## src/rtl/seq_divider_if.sv

```systemverilog
// rtl/seq_divider_if.sv - handshake and data bundle for the sequential divider
//
// Purpose : groups the request (Start/Signed/Dividend/Divisor) and result
//           (Quotient/Remainder/Busy/Done/DivByZero/Overflow) signals.
// Modports: master - requester side, drives the request, observes the result
//           slave  - divider side, samples the request, drives the result
interface seq_divider_if #(
   parameter int WIDTH = 8
);
   logic             Start;
   logic             Signed;
   logic [WIDTH-1:0] Dividend;
   logic [WIDTH-1:0] Divisor;
   logic [WIDTH-1:0] Quotient;
   logic [WIDTH-1:0] Remainder;
   logic             Busy;
   logic             Done;
   logic             DivByZero;
   logic             Overflow;

   modport master (
      output Start, Signed, Dividend, Divisor,
      input  Quotient, Remainder, Busy, Done, DivByZero, Overflow
   );

   modport slave (
      input  Start, Signed, Dividend, Divisor,
      output Quotient, Remainder, Busy, Done, DivByZero, Overflow
   );
endinterface

```

## src/rtl/seq_divider.sv

```systemverilog
// rtl/seq_divider.sv - restoring sequential divider, one quotient bit per clock
//
// Purpose : WIDTH-bit divider (IDLE/RUN/DONE FSM). Done pulses WIDTH+1 edges
//           after the Start-sampling edge, or 1 edge for a zero divisor.
// Ports   : Clk      - clock, rising edge
//           nRst     - asynchronous active-low reset
//           bus      - seq_divider_if.slave (request in, result out)
// Macro   : SEQ_DIVIDER_SIGNED_EN - when defined, Signed selects two's-complement
//           operation; when undefined all operations are unsigned and
//           Overflow stays 0.
module seq_divider #(
   parameter int WIDTH = 8
) (
   input logic          Clk,
   input logic          nRst,
   seq_divider_if.slave bus
);

   localparam int CW = $clog2(WIDTH + 1);
   localparam logic [WIDTH-1:0] MIN_VAL = {1'b1, {(WIDTH-1){1'b0}}};

   typedef enum logic [1:0] {IDLE, RUN, DONE} state_t;

   state_t           state_q, state_d;
   logic [CW-1:0]    cnt_q, cnt_d;
   logic [WIDTH:0]   rem_q, rem_d;      // partial remainder magnitude
   logic [WIDTH-1:0] dvd_q, dvd_d;      // dividend bits shift out, quotient bits shift in
   logic [WIDTH:0]   dvs_q, dvs_d;      // divisor magnitude
   logic             neg_q_q, neg_q_d;  // negate quotient at the end
   logic             neg_r_q, neg_r_d;  // negate remainder at the end
   logic             ovf_p_q, ovf_p_d;  // MIN/-1 seen at load
   logic [WIDTH-1:0] quot_q, quot_d;
   logic [WIDTH-1:0] remo_q, remo_d;
   logic             dbz_q, dbz_d;
   logic             ovf_q, ovf_d;

   // Operand conditioning at load time
   logic             signed_op, dd_neg, ds_neg, ovf_in;
   logic [WIDTH-1:0] dd_mag, ds_mag;

`ifdef SEQ_DIVIDER_SIGNED_EN
   assign signed_op = bus.Signed;
   assign ovf_in    = signed_op && (bus.Dividend == MIN_VAL) && (bus.Divisor == '1);
`else
   assign signed_op = 1'b0;
   assign ovf_in    = 1'b0;
`endif

   assign dd_neg = signed_op & bus.Dividend[WIDTH-1];
   assign ds_neg = signed_op & bus.Divisor[WIDTH-1];
   // -MIN wraps back to MIN, which read as unsigned is exactly |MIN|
   assign dd_mag = dd_neg ? -bus.Dividend : bus.Dividend;
   assign ds_mag = ds_neg ? -bus.Divisor  : bus.Divisor;

   // One restoring step: shift in next dividend bit, trial-subtract divisor.
   // The extra top bit of the difference is the borrow.
   logic [WIDTH+1:0] sh_w, diff_w;
   logic             qbit;
   logic [WIDTH:0]   rem_n;
   logic [WIDTH-1:0] q_n, q_fin, r_fin;

   assign sh_w   = {rem_q, dvd_q[WIDTH-1]};
   assign diff_w = sh_w - {1'b0, dvs_q};
   assign qbit   = ~diff_w[WIDTH+1];
   assign rem_n  = qbit ? diff_w[WIDTH:0] : sh_w[WIDTH:0];
   assign q_n    = {dvd_q[WIDTH-2:0], qbit};
   assign q_fin  = neg_q_q ? -q_n : q_n;
   assign r_fin  = neg_r_q ? -rem_n[WIDTH-1:0] : rem_n[WIDTH-1:0];

   always_ff @(posedge Clk or negedge nRst) begin
      if (!nRst) begin
         state_q <= IDLE;
         cnt_q   <= '0;
         rem_q   <= '0;
         dvd_q   <= '0;
         dvs_q   <= '0;
         neg_q_q <= 1'b0;
         neg_r_q <= 1'b0;
         ovf_p_q <= 1'b0;
         quot_q  <= '0;
         remo_q  <= '0;
         dbz_q   <= 1'b0;
         ovf_q   <= 1'b0;
      end else begin
         state_q <= state_d;
         cnt_q   <= cnt_d;
         rem_q   <= rem_d;
         dvd_q   <= dvd_d;
         dvs_q   <= dvs_d;
         neg_q_q <= neg_q_d;
         neg_r_q <= neg_r_d;
         ovf_p_q <= ovf_p_d;
         quot_q  <= quot_d;
         remo_q  <= remo_d;
         dbz_q   <= dbz_d;
         ovf_q   <= ovf_d;
      end
   end

   always_comb begin
      state_d = state_q;
      cnt_d   = cnt_q;
      rem_d   = rem_q;
      dvd_d   = dvd_q;
      dvs_d   = dvs_q;
      neg_q_d = neg_q_q;
      neg_r_d = neg_r_q;
      ovf_p_d = ovf_p_q;
      quot_d  = quot_q;
      remo_d  = remo_q;
      dbz_d   = dbz_q;
      ovf_d   = ovf_q;

      case (state_q)
         IDLE, DONE: begin
            state_d = IDLE;
            if (bus.Start) begin
               if (bus.Divisor == '0) begin
                  state_d = DONE;
                  quot_d  = '1;
                  remo_d  = bus.Dividend;
                  dbz_d   = 1'b1;
                  ovf_d   = 1'b0;
               end else begin
                  state_d = RUN;
                  cnt_d   = CW'(WIDTH);
                  rem_d   = '0;
                  dvd_d   = dd_mag;
                  dvs_d   = {1'b0, ds_mag};
                  neg_q_d = dd_neg ^ ds_neg;
                  neg_r_d = dd_neg;
                  ovf_p_d = ovf_in;
               end
            end
         end
         RUN: begin
            cnt_d = cnt_q - 1'b1;
            rem_d = rem_n;
            dvd_d = q_n;
            if (cnt_q == CW'(1)) begin
               state_d = DONE;
               quot_d  = q_fin;
               remo_d  = r_fin;
               dbz_d   = 1'b0;
               ovf_d   = ovf_p_q;
            end
         end
         default: state_d = IDLE;
      endcase
   end

   assign bus.Quotient  = quot_q;
   assign bus.Remainder = remo_q;
   assign bus.Busy      = (state_q == RUN);
   assign bus.Done      = (state_q == DONE);
   assign bus.DivByZero = dbz_q;
   assign bus.Overflow  = ovf_q;

endmodule

```

## src/flat_wrapper.sv

```systemverilog
// flat-port wrapper written by rule: the top's interface ports become plain ports
module seq_divider_flat 
#(
   parameter int WIDTH = 8
)
  (Clk, nRst, bus_Start, bus_Signed, bus_Dividend, bus_Divisor, bus_Quotient, bus_Remainder, bus_Busy, bus_Done, bus_DivByZero, bus_Overflow);
  seq_divider_if #(.WIDTH(WIDTH)) bus_i ();
  input logic Clk;
  input logic nRst;
  input wire logic [$bits(bus_i.Start)-1:0] bus_Start;
  input wire logic [$bits(bus_i.Signed)-1:0] bus_Signed;
  input wire logic [$bits(bus_i.Dividend)-1:0] bus_Dividend;
  input wire logic [$bits(bus_i.Divisor)-1:0] bus_Divisor;
  output wire logic [$bits(bus_i.Quotient)-1:0] bus_Quotient;
  output wire logic [$bits(bus_i.Remainder)-1:0] bus_Remainder;
  output wire logic [$bits(bus_i.Busy)-1:0] bus_Busy;
  output wire logic [$bits(bus_i.Done)-1:0] bus_Done;
  output wire logic [$bits(bus_i.DivByZero)-1:0] bus_DivByZero;
  output wire logic [$bits(bus_i.Overflow)-1:0] bus_Overflow;
  assign bus_i.Start = bus_Start;
  assign bus_i.Signed = bus_Signed;
  assign bus_i.Dividend = bus_Dividend;
  assign bus_i.Divisor = bus_Divisor;
  assign bus_Quotient = bus_i.Quotient;
  assign bus_Remainder = bus_i.Remainder;
  assign bus_Busy = bus_i.Busy;
  assign bus_Done = bus_i.Done;
  assign bus_DivByZero = bus_i.DivByZero;
  assign bus_Overflow = bus_i.Overflow;
  seq_divider #(.WIDTH(WIDTH)) u_core (.Clk(Clk), .nRst(nRst), .bus(bus_i));
endmodule
```

## config.mk

```make
export PLATFORM = sky130hd
export DESIGN_NAME = seq_divider_flat
export DESIGN_NICKNAME = d
export VERILOG_FILES = /design/src/rtl/seq_divider_if.sv /design/src/rtl/seq_divider.sv /design/src/flat_wrapper.sv
export SDC_FILE = /design/constraint.sdc
export NUM_CORES = 1
export LEC_CHECK = 0
export CAP_MARGIN = 20
export CORE_MARGIN = 4
export CORE_UTILIZATION = 30
export CTS_CLUSTER_SIZE = 16
export DETAILED_ROUTE_END_ITERATION = 8
export SYNTH_ARGS = -nofsm -noshare
export SYNTH_HDL_FRONTEND = slang
export SYNTH_SLANG_ARGS = --single-unit
```

## constraint.sdc

```tcl
create_clock -name Clk -period 7.2 [get_ports Clk]
set_input_delay 1.08 -clock Clk [delete_from_list [all_inputs] [get_ports Clk]]
set_output_delay 1.08 -clock Clk [all_outputs]
set_load 0.02 [all_outputs]
```

Word-level counts from Yosys, hierarchy flattened --
Cells that the tools add are included.
Storage, ports and cells: bits in registers 49, input port bits 20, logic and storage cells 56, output and inout bits 20
Cells by class: reduce and logical (&&, ||, !) cells 7, add/sub/neg operators 2, muxes and demuxes 29, eq/ne operators 7, bitwise gates (word level) 2
Operators by type and width (number):
- two-way mux 8 bit | 8
- case mux 8 bit (2 select lines) | 3
- two-way mux 9 bit | 3
- case mux 9 bit (2 select lines) | 1
- subtractor 10 x 8 -> 10 bit | 1
- logical NOT 8 bit | 1
- two-way mux 4 bit | 2
- case mux 4 bit (2 select lines) | 1
- two-way mux 2 bit | 3
- AND reduction 3 bit | 2
- two-way mux 1 bit | 5
- equality test 4 x 1 -> 1 bit, second input constant | 1
- inequality test 2 x 1 -> 1 bit, second input constant | 2
- inequality test 2 bit, second input constant | 2
- case mux 1 bit (2 select lines) | 2
- case mux 2 bit (2 select lines) | 1
- AND reduction 4 bit | 1
- subtractor 4 x 1 -> 4 bit, second input constant | 1
- equality test 2 x 1 -> 1 bit, second input constant | 1
- equality test 2 bit, second input constant | 1
- logical NOT 2 bit | 1
- NOT 1 bit | 2
- nonzero test 2 bit | 1
- OR reduction 2 bit | 1

Longest topological paths before layout --
Gate-level depths: netlist of run 1.
depth after elaboration 4, gate-level depth with buffers 10

Least setup slack after synthesis of run 1 --
OpenSTA, ideal clock, no wires.
path type in2reg, from input bus_Divisor[5], to register u_core.remo_q[2], in the netlist u_core.bus.Remainder[2], slack 4.820 ns, stages on the path 8, arrival 2.298 ns, path through nor4_1 nand2_1 nor2_1 nor2_1 inv_1 buf_2 nor2_1 a31oi_1
On the way: word-level cells in the longest chain between the ends 3
RTL lines:
- start: declaration | line flat_wrapper.sv:13 | input wire logic [$bits(bus_i.Divisor)-1:0] bus_Divisor;
- logical NOT 8 bit | line seq_divider.sv:118 | if (bus.Divisor == '0) begin
- inequality test 2 x 1 -> 1 bit (no line)
- AND reduction 4 bit (no line)
- end signal: assignment | line seq_divider.sv:94 | remo_q <= remo_d;
- end: declaration | line seq_divider.sv:33 | logic [WIDTH-1:0] remo_q, remo_d;
Every way passes these cells. A chain may end at the register's enable or synchronous reset.

Final worst setup path of run 1 --
from register u_core.state_q[0], to output bus_Busy
On the way: word-level cells in the longest chain between the ends 1
RTL lines:
- start: declaration | line seq_divider.sv:24 | state_t state_q, state_d;
- start signal: assignment | line seq_divider.sv:85 | state_q <= state_d;
- equality test 2 x 1 -> 1 bit | line seq_divider.sv:154 | assign bus.Busy = (state_q == RUN);
- end: declaration | line flat_wrapper.sv:16 | output wire logic [$bits(bus_i.Busy)-1:0] bus_Busy;
Every way passes these cells.

==> results.py, run 1 <==
metrics = {
    "synth": {
        "ys_types": 45,
        "syn_inst": 268,
        "ys_ff_latch": 48,
        "yosys-top-cells-area": "dfrtp_1 (48%), nand2_1 (7.3%), ha_1 (5.0%)",
        "synth-edff-count": 0,
        "synth_top_cell_by_area": "dfrtp_1",
        "ys_async_sr_fraction": 1.000,
        "synth.most_common_cell": "nand2_1",
        "yosys-top-cells-count": "nand2_1 (49), dfrtp_1 (48), nor2_1 (20), o21ai_0 (17)",
        "yosysWarnings": 0,
        "synth.avg_cell_area_um2": 9.347,
        "yosysSeqAreaShare": 0.4795,
        "synth_area_um2": 2505,
        "synthFlopType": "dfrtp_1",
        "synth.top_cell.area_share": 0.4795,
        "synth_nets": 299,
    },
    "worst_setup_path": {
        "crit_type": "register to output pin",
        "crit_path_cell_trace": "nand2b_1, buf_4, clkinv_1, clkdlybuf4s50_1",
        "startpoint_type": "register",
        "rr_endpoint": "u_core.bus.Remainder[6]$_DFFE_PN0P_",
        "end_kind": "output pin",
        "worstPathMaxFanout": 38,
        "critPathArrivalTime_ps": 2180,
        "r2r-start": "u_core.state_q[0]$_DFFE_PN0P_",
        "r2r_cells": 8,
        "max_stage_delay_ps": 640,
        "cp_data_required_time_ps": 6120,
        "crit_path_top_delay_cell": "clkdlybuf4s50_1",
        "regToRegSetupSlack_ps": 4520,
    },
    "hold_path": {
        "hold_path_end": "u_core.bus.DivByZero$_DFFE_PN0P_",
        "min_path_cells": 2,
        "hold_class": "register to register",
        "worstHoldStart": "u_core.bus.DivByZero$_DFFE_PN0P_",
    },
    "status": {
        "status": "finished, final reports clean",
    },
    "timing": {
        "skew_ps": 7.102,
        "finalSetupViolations": 0,
        "fmax_ghz": 0.3072,
        "maxSlewHeadroom": 0.5109,
        "fin_crit_sh": 0.4521,
        "setup_tns_ps": 0,
        "hold_viol": 0,
        "timing.hold.ws_ps": 483.7,
        "slew_viol_final": 0,
        "fin_crit_ps": 3255,
        "worst_pin_slew_ps": 732.2,
        "rsz0062_at_grt": "no",
    },
    "power": {
        "share_comb_of_total_power": 0.597,
        "clockPowerShare": 0.116,
        "power.internal_w": 0.0009617,
        "seqPwrFrac": 0.287,
        "peakVddDrop_mv": 0.1539,
        "finalPower_w": 0.001765,
        "switching_share": 0.4552,
        "power.leakage_nw": 1.308,
        "p_sw_w": 0.0008034,
        "p_per_area_nw_per_um2": 569.1,
    },
    "final_layout": {
        "instances_no_fill": 409,
        "synthToLayoutAreaGrowth_pct": 23.83,
        "nets": 334,
        "layout-drive-gt1-share": 0.06250,
        "final_core_util": 0.3794,
        "num_antenna_cells": 0,
    },
    "floorplanning": {
        "start_util": 0.3064,
        "ios": 40,
        "die_w_um": 99.38,
        "core-area_um2": 8175,
        "die_y_um": 99.38,
        "die_area_um2": 9875,
        "std_cell_rows": 33,
    },
    "global_routing": {
        "grt_max_degree": 49,
        "antenna_found_initial": 0,
        "grt_use_total": 0.1299,
        "overflow": 0,
        "grt_pass1_wl_um": 10340,
        "grt_pass1_vias": 2042,
    },
    "cts": {
        "cts_tree": "done",
        "clkSinkCount": 48,
        "cts_max_level": 2,
        "cts_setup_buffers": 0,
        "hold_buffers": 0,
        "clk_pin_slew_ps": 100,
        "clk_path_buf_depth": 2,
        "cts_root_buf": "clkbuf_8",
        "numCtsBuffers": 5,
        "clock_latency_ps": 310,
        "ctsResizeCount": 0,
    },
    "routing": {
        "vias": 2042,
        "avgViaCountPerCell": 4.993,
        "ant_nets": 0,
        "drc": 0,
        "drt-initial-drc-count": 130,
        "dr.pass1.iters": 4,
        "wirelength_um": 6100,
        "wl_per_cell_um": 14.91,
    },
    "placement": {
        "routabilityCongestion": 0.7950,
        "port-buffer-count": 37,
        "post-place-cells": 400,
        "hpwlAfterDp_um": 4375,
    },
    "run": {
        "maxCapViolations": 0,
    },
}
[cells in the final DEF, fill, tap and decap left out, drive strengths merged, types with 2 or more instances in the layout]
cell type,netlist,final
buf,3,4
nor2b,3,3
o22ai,10,10
nor4,3,3
nand3,4,4
and2,2,2
inv,14,15
xnor2,6,6
nor3b,2,2
clkbuf,9,5
dfrtp,48,48
xor2,5,5
o21ai,18,18
a21oi,15,15
nand2,50,50
nor2,20,20
clkdlybuf4s50,0,36
a31oi,9,9
ha,10,10
a22oi,5,5
nand2b,2,2
mux2i,5,5
nor3,2,2
o22a,7,7
[critical path, delay by kind of cell (launching register included)]
kind                   cells  cell delay [ps]
DFF                        1              420
buffers and inverters      3             1350
and+or+nand+nor            1               80
[per-stage QoR]
step / setup slack (ps) / instance area, um^2
6_report: 3945 / 3102
5_1_grt: 3793 / 3102
4_1_cts: 3933 / 3082
3_5_place_dp: 3791 / 2967
3_3_place_gp: 3840 / 2967
2_1_floorplan: 4820 / 2505
[sequential cells by signal, summed over array words and instances, names as in the netlist]
signal,count
u_core.bus.DivByZero,1
u_core.bus.Quotient,8
u_core.bus.Remainder,8
u_core.cnt_q,4
u_core.dvd_q,8
u_core.dvs_q,8
u_core.rem_q,9
u_core.state_q,2
[layer usage]
metal	vias to the layer above	routed length, um	global-route usage
li1	1007	-	-
met1	990	2779	0.1775
met2	35	3001	0.2076
met3	10	198	0.02244
met4	0	121	0.04622
met5	-	0	0
[how the worst max path moves through the flow]
stage	from	end	depth (start not counted)
floorplan	bus_Divisor[5]	u_core.bus.Remainder[2]$_DFFE_PN0P_	8
global placement	bus_Divisor[5]	u_core.bus.Remainder[6]$_DFFE_PN0P_	8
detailed placement	bus_Divisor[5]	u_core.bus.Remainder[6]$_DFFE_PN0P_	8
CTS	u_core.state_q[0]$_DFFE_PN0P_	bus_Busy	4
global route	u_core.state_q[0]$_DFFE_PN0P_	bus_Busy	4
finish	u_core.state_q[0]$_DFFE_PN0P_	bus_Busy	4
[cell type report]
class                           instances  area [um^2]
Fill cell                             813         5074
Sequential cell                        48         1201
Multi-Input combinational cell        193         1197
Timing Repair Buffer                   40        400.4
Tap cell                              105        131.4
Clock buffer                            5        68.82
Inverter                               15        56.30
Clock inverter                          3        46.29
[power by group through the flow]
stage | Sequential, W | Clock, W | Combinational (W)
2_1_floorplan | 0.000540 | 0 | 0.000718
3_3_place_gp | 0.000510 | 0 | 0.00103
3_5_place_dp | 0.000513 | 0 | 0.00105
4_1_cts | 0.000508 | 0.000209 | 0.00106
5_1_grt | 0.000526 | 0.000221 | 0.00118
6_report | 0.000507 | 0.000204 | 0.00105
[cell families after synthesis]
| family | count (synthesis) | share of synthesized area |
|---|---|---|
| flops | 48 | 0.4795 |
| other cells | 1 | 0.001497 |
| buf+inv | 27 | 0.04245 |
| mux | 6 | 0.02448 |
| fa+ha+maj | 11 | 0.05794 |
| simple gates | 90 | 0.1543 |
| compound gates | 74 | 0.1983 |
| xor+xnor | 11 | 0.04146 |
No activity file was read; power rests on OpenSTA's default activity.
==> run 2, diff against run 1 <==
Clock period 7.2 ns to 2.8 ns, I/O delays scaled along.
==> results.py, run 2 (synthesized netlist as in run 1, its figures left out) <==
metrics = {
    "worst_setup_path": {
        "critPathArrivalTime_ps": 2760,
        "crit_type": "register to register",
        "end_kind": "register",
        "regToRegSetupSlack_ps": 210,
        "startpoint_type": "register",
        "worstPathMaxFanout": 7,
        "cp_data_required_time_ps": 2970,
    },
    "hold_path": {
        "hold_class": "primary input to asynchronous set/reset pin",
    },
    "timing": {
        "slew_viol_final": 0,
        "fin_crit_sh": 0.9242,
        "worst_pin_slew_ps": 802.6,
        "setup_slack_ps": 212.2,
        "hold_viol": 0,
        "finalSetupViolations": 0,
        "setup_tns_ps": 0,
        "fmax_ghz": 0.3864,
        "skew_ps": 6.727,
        "maxSlewHeadroom": 0.4630,
        "fin_crit_ps": 2588,
        "rsz0062_at_grt": "no",
    },
    "placement": {
        "routabilityCongestion": 0.8025,
        "hpwlAfterDp_um": 4417,
        "placed_cell_area_um2": 2997,
        "place_ws_ps": 228.6,
        "port-buffer-count": 37,
    },
    "final_layout": {
        "synthToLayoutAreaGrowth_pct": 24.23,
        "final_cell_mix": "nand2_1 (49), dfrtp_1 (48), clkdlybuf4s50_1 (36)",
        "nets": 337,
        "num_antenna_cells": 0,
        "finish.instance_area_um2": 3112,
        "top_register": "u_core.rem_q",
        "largest_reg_flops": 9,
        "final_core_util": 0.3806,
        "n_fill_cell": 819,
        "layout_commonest_cell": "nand2_1",
        "multi_input_comb_area_um2": 1197,
        "layout-drive-gt1-share": 0.07166,
        "seqCellArea_um2": 1201,
    },
    "status": {
        "status": "finished, final reports clean",
    },
    "cts": {
        "ctsResizeCount": 0,
        "clk_pin_slew_ps": 90,
        "hold_buffers": 0,
        "cts_tree": "done",
        "cts_root_buf": "clkbuf_8",
        "cts_setup_buffers": 0,
        "numCtsBuffers": 5,
        "cts_max_level": 2,
        "clock_latency_ps": 300,
        "clk_path_buf_depth": 2,
        "clkSinkCount": 48,
    },
    "routing": {
        "wirelength_um": 6063,
        "drt-initial-drc-count": 143,
        "drc": 0,
        "avgViaCountPerCell": 4.922,
        "ant_nets": 0,
        "vias": 2028,
        "dr.pass1.iters": 4,
        "wl_per_cell_um": 14.72,
    },
    "power": {
        "switching_share": 0.4535,
        "power.internal_w": 0.002488,
        "p_sw_w": 0.002065,
        "seqPwrFrac": 0.286,
        "power.leakage_nw": 1.319,
        "peakVddDrop_mv": 0.4033,
        "share_comb_of_total_power": 0.601,
        "p_per_area_nw_per_um2": 1463,
        "clockPowerShare": 0.113,
        "finalPower_w": 0.004553,
    },
    "floorplanning": {
        "die_y_um": 99.38,
        "core-area_um2": 8175,
        "die_w_um": 99.38,
        "ios": 40,
        "die_area_um2": 9875,
        "start_util": 0.3064,
        "std_cell_rows": 33,
    },
    "run": {
        "maxCapViolations": 0,
    },
    "global_routing": {
        "grt_max_degree": 49,
        "overflow": 0,
        "antenna_found_initial": 0,
        "grt_pass1_wl_um": 10280,
        "grt_use_total": 0.1287,
        "grt_pass1_vias": 2051,
    },
}
run 2: cell types whose count changed in the layout (fill, tap and decap cells not counted):
cell	delta
buf_12	-1
buf_4	+4
run 2: final cells by class:
type / instances / share of cell area
flip-flops and latches: 48 / 0.3860
clock inverters: 3 / 0.01488
multi-input cells: 193 / 0.3848
clock buffers: 5 / 0.02212
inverters: 15 / 0.01809
repair buffers: 43 / 0.1319
well taps: 105 / 0.04222
run 2: per-stage QoR:
step | instances | hold slack, ps
finish | 412 | 200.1
global route | 412 | 255.8
CTS | 412 | 225.1
detailed placement | 404 | 468.9
global placement | 404 | 468.1
floorplan | 268 | 124.4
run 2: per-layer routing:
metal | part of all wire | vias up | track usage
li1 | - | 1011 | -
met1 | 0.46 | 968 | 0.1737
met2 | 0.49 | 39 | 0.2138
met3 | 0.035 | 10 | 0.01613
met4 | 0.018 | 0 | 0.04307
met5 | 0 | - | 0
run 2: worst paths after layout:
path,start,end,cells after the start
max in group asynchronous,nRst,u_core.dvd_q[0]$_DFFE_PN0P_,2
hold reg to reg,u_core.bus.DivByZero$_DFFE_PN0P_,u_core.bus.DivByZero$_DFFE_PN0P_,2
setup / recovery,u_core.rem_q[5]$_DFFE_PN0P_,u_core.bus.Remainder[2]$_DFFE_PN0P_,7
hold / removal,nRst,u_core.dvs_q[4]$_DFFE_PN0P_,2
min in group Clk,u_core.bus.DivByZero$_DFFE_PN0P_,u_core.bus.DivByZero$_DFFE_PN0P_,2
setup reg to reg,u_core.rem_q[5]$_DFFE_PN0P_,u_core.bus.Remainder[2]$_DFFE_PN0P_,7
run 2: power groups by stage:
| stage | sequential [W] | clock, W | combinational (W) |
|---|---|---|---|
| floorplan | 0.00139 | 0 | 0.00185 |
| global route | 0.00135 | 0.000562 | 0.00306 |
| global placement | 0.00131 | 0 | 0.00269 |
| finish | 0.00130 | 0.000515 | 0.00274 |
| CTS | 0.00131 | 0.000537 | 0.00275 |
| detailed placement | 0.00132 | 0 | 0.00274 |
run 2: critical path, cell delays in order, from the launching register on:
cell	delay, ps
dfrtp_1	400
ha_1	370
a21oi_1	260
o221ai_2	150
a41oi_4	340
mux2_2	380
a311oi_1	420
a31oi_1	130
==> run 3, diff against run 2 <==
Settings changed: SLEW_MARGIN from default to 20.
==> results of run 3 <==
Final layout, timing and power as in run 2 (identical DEF).
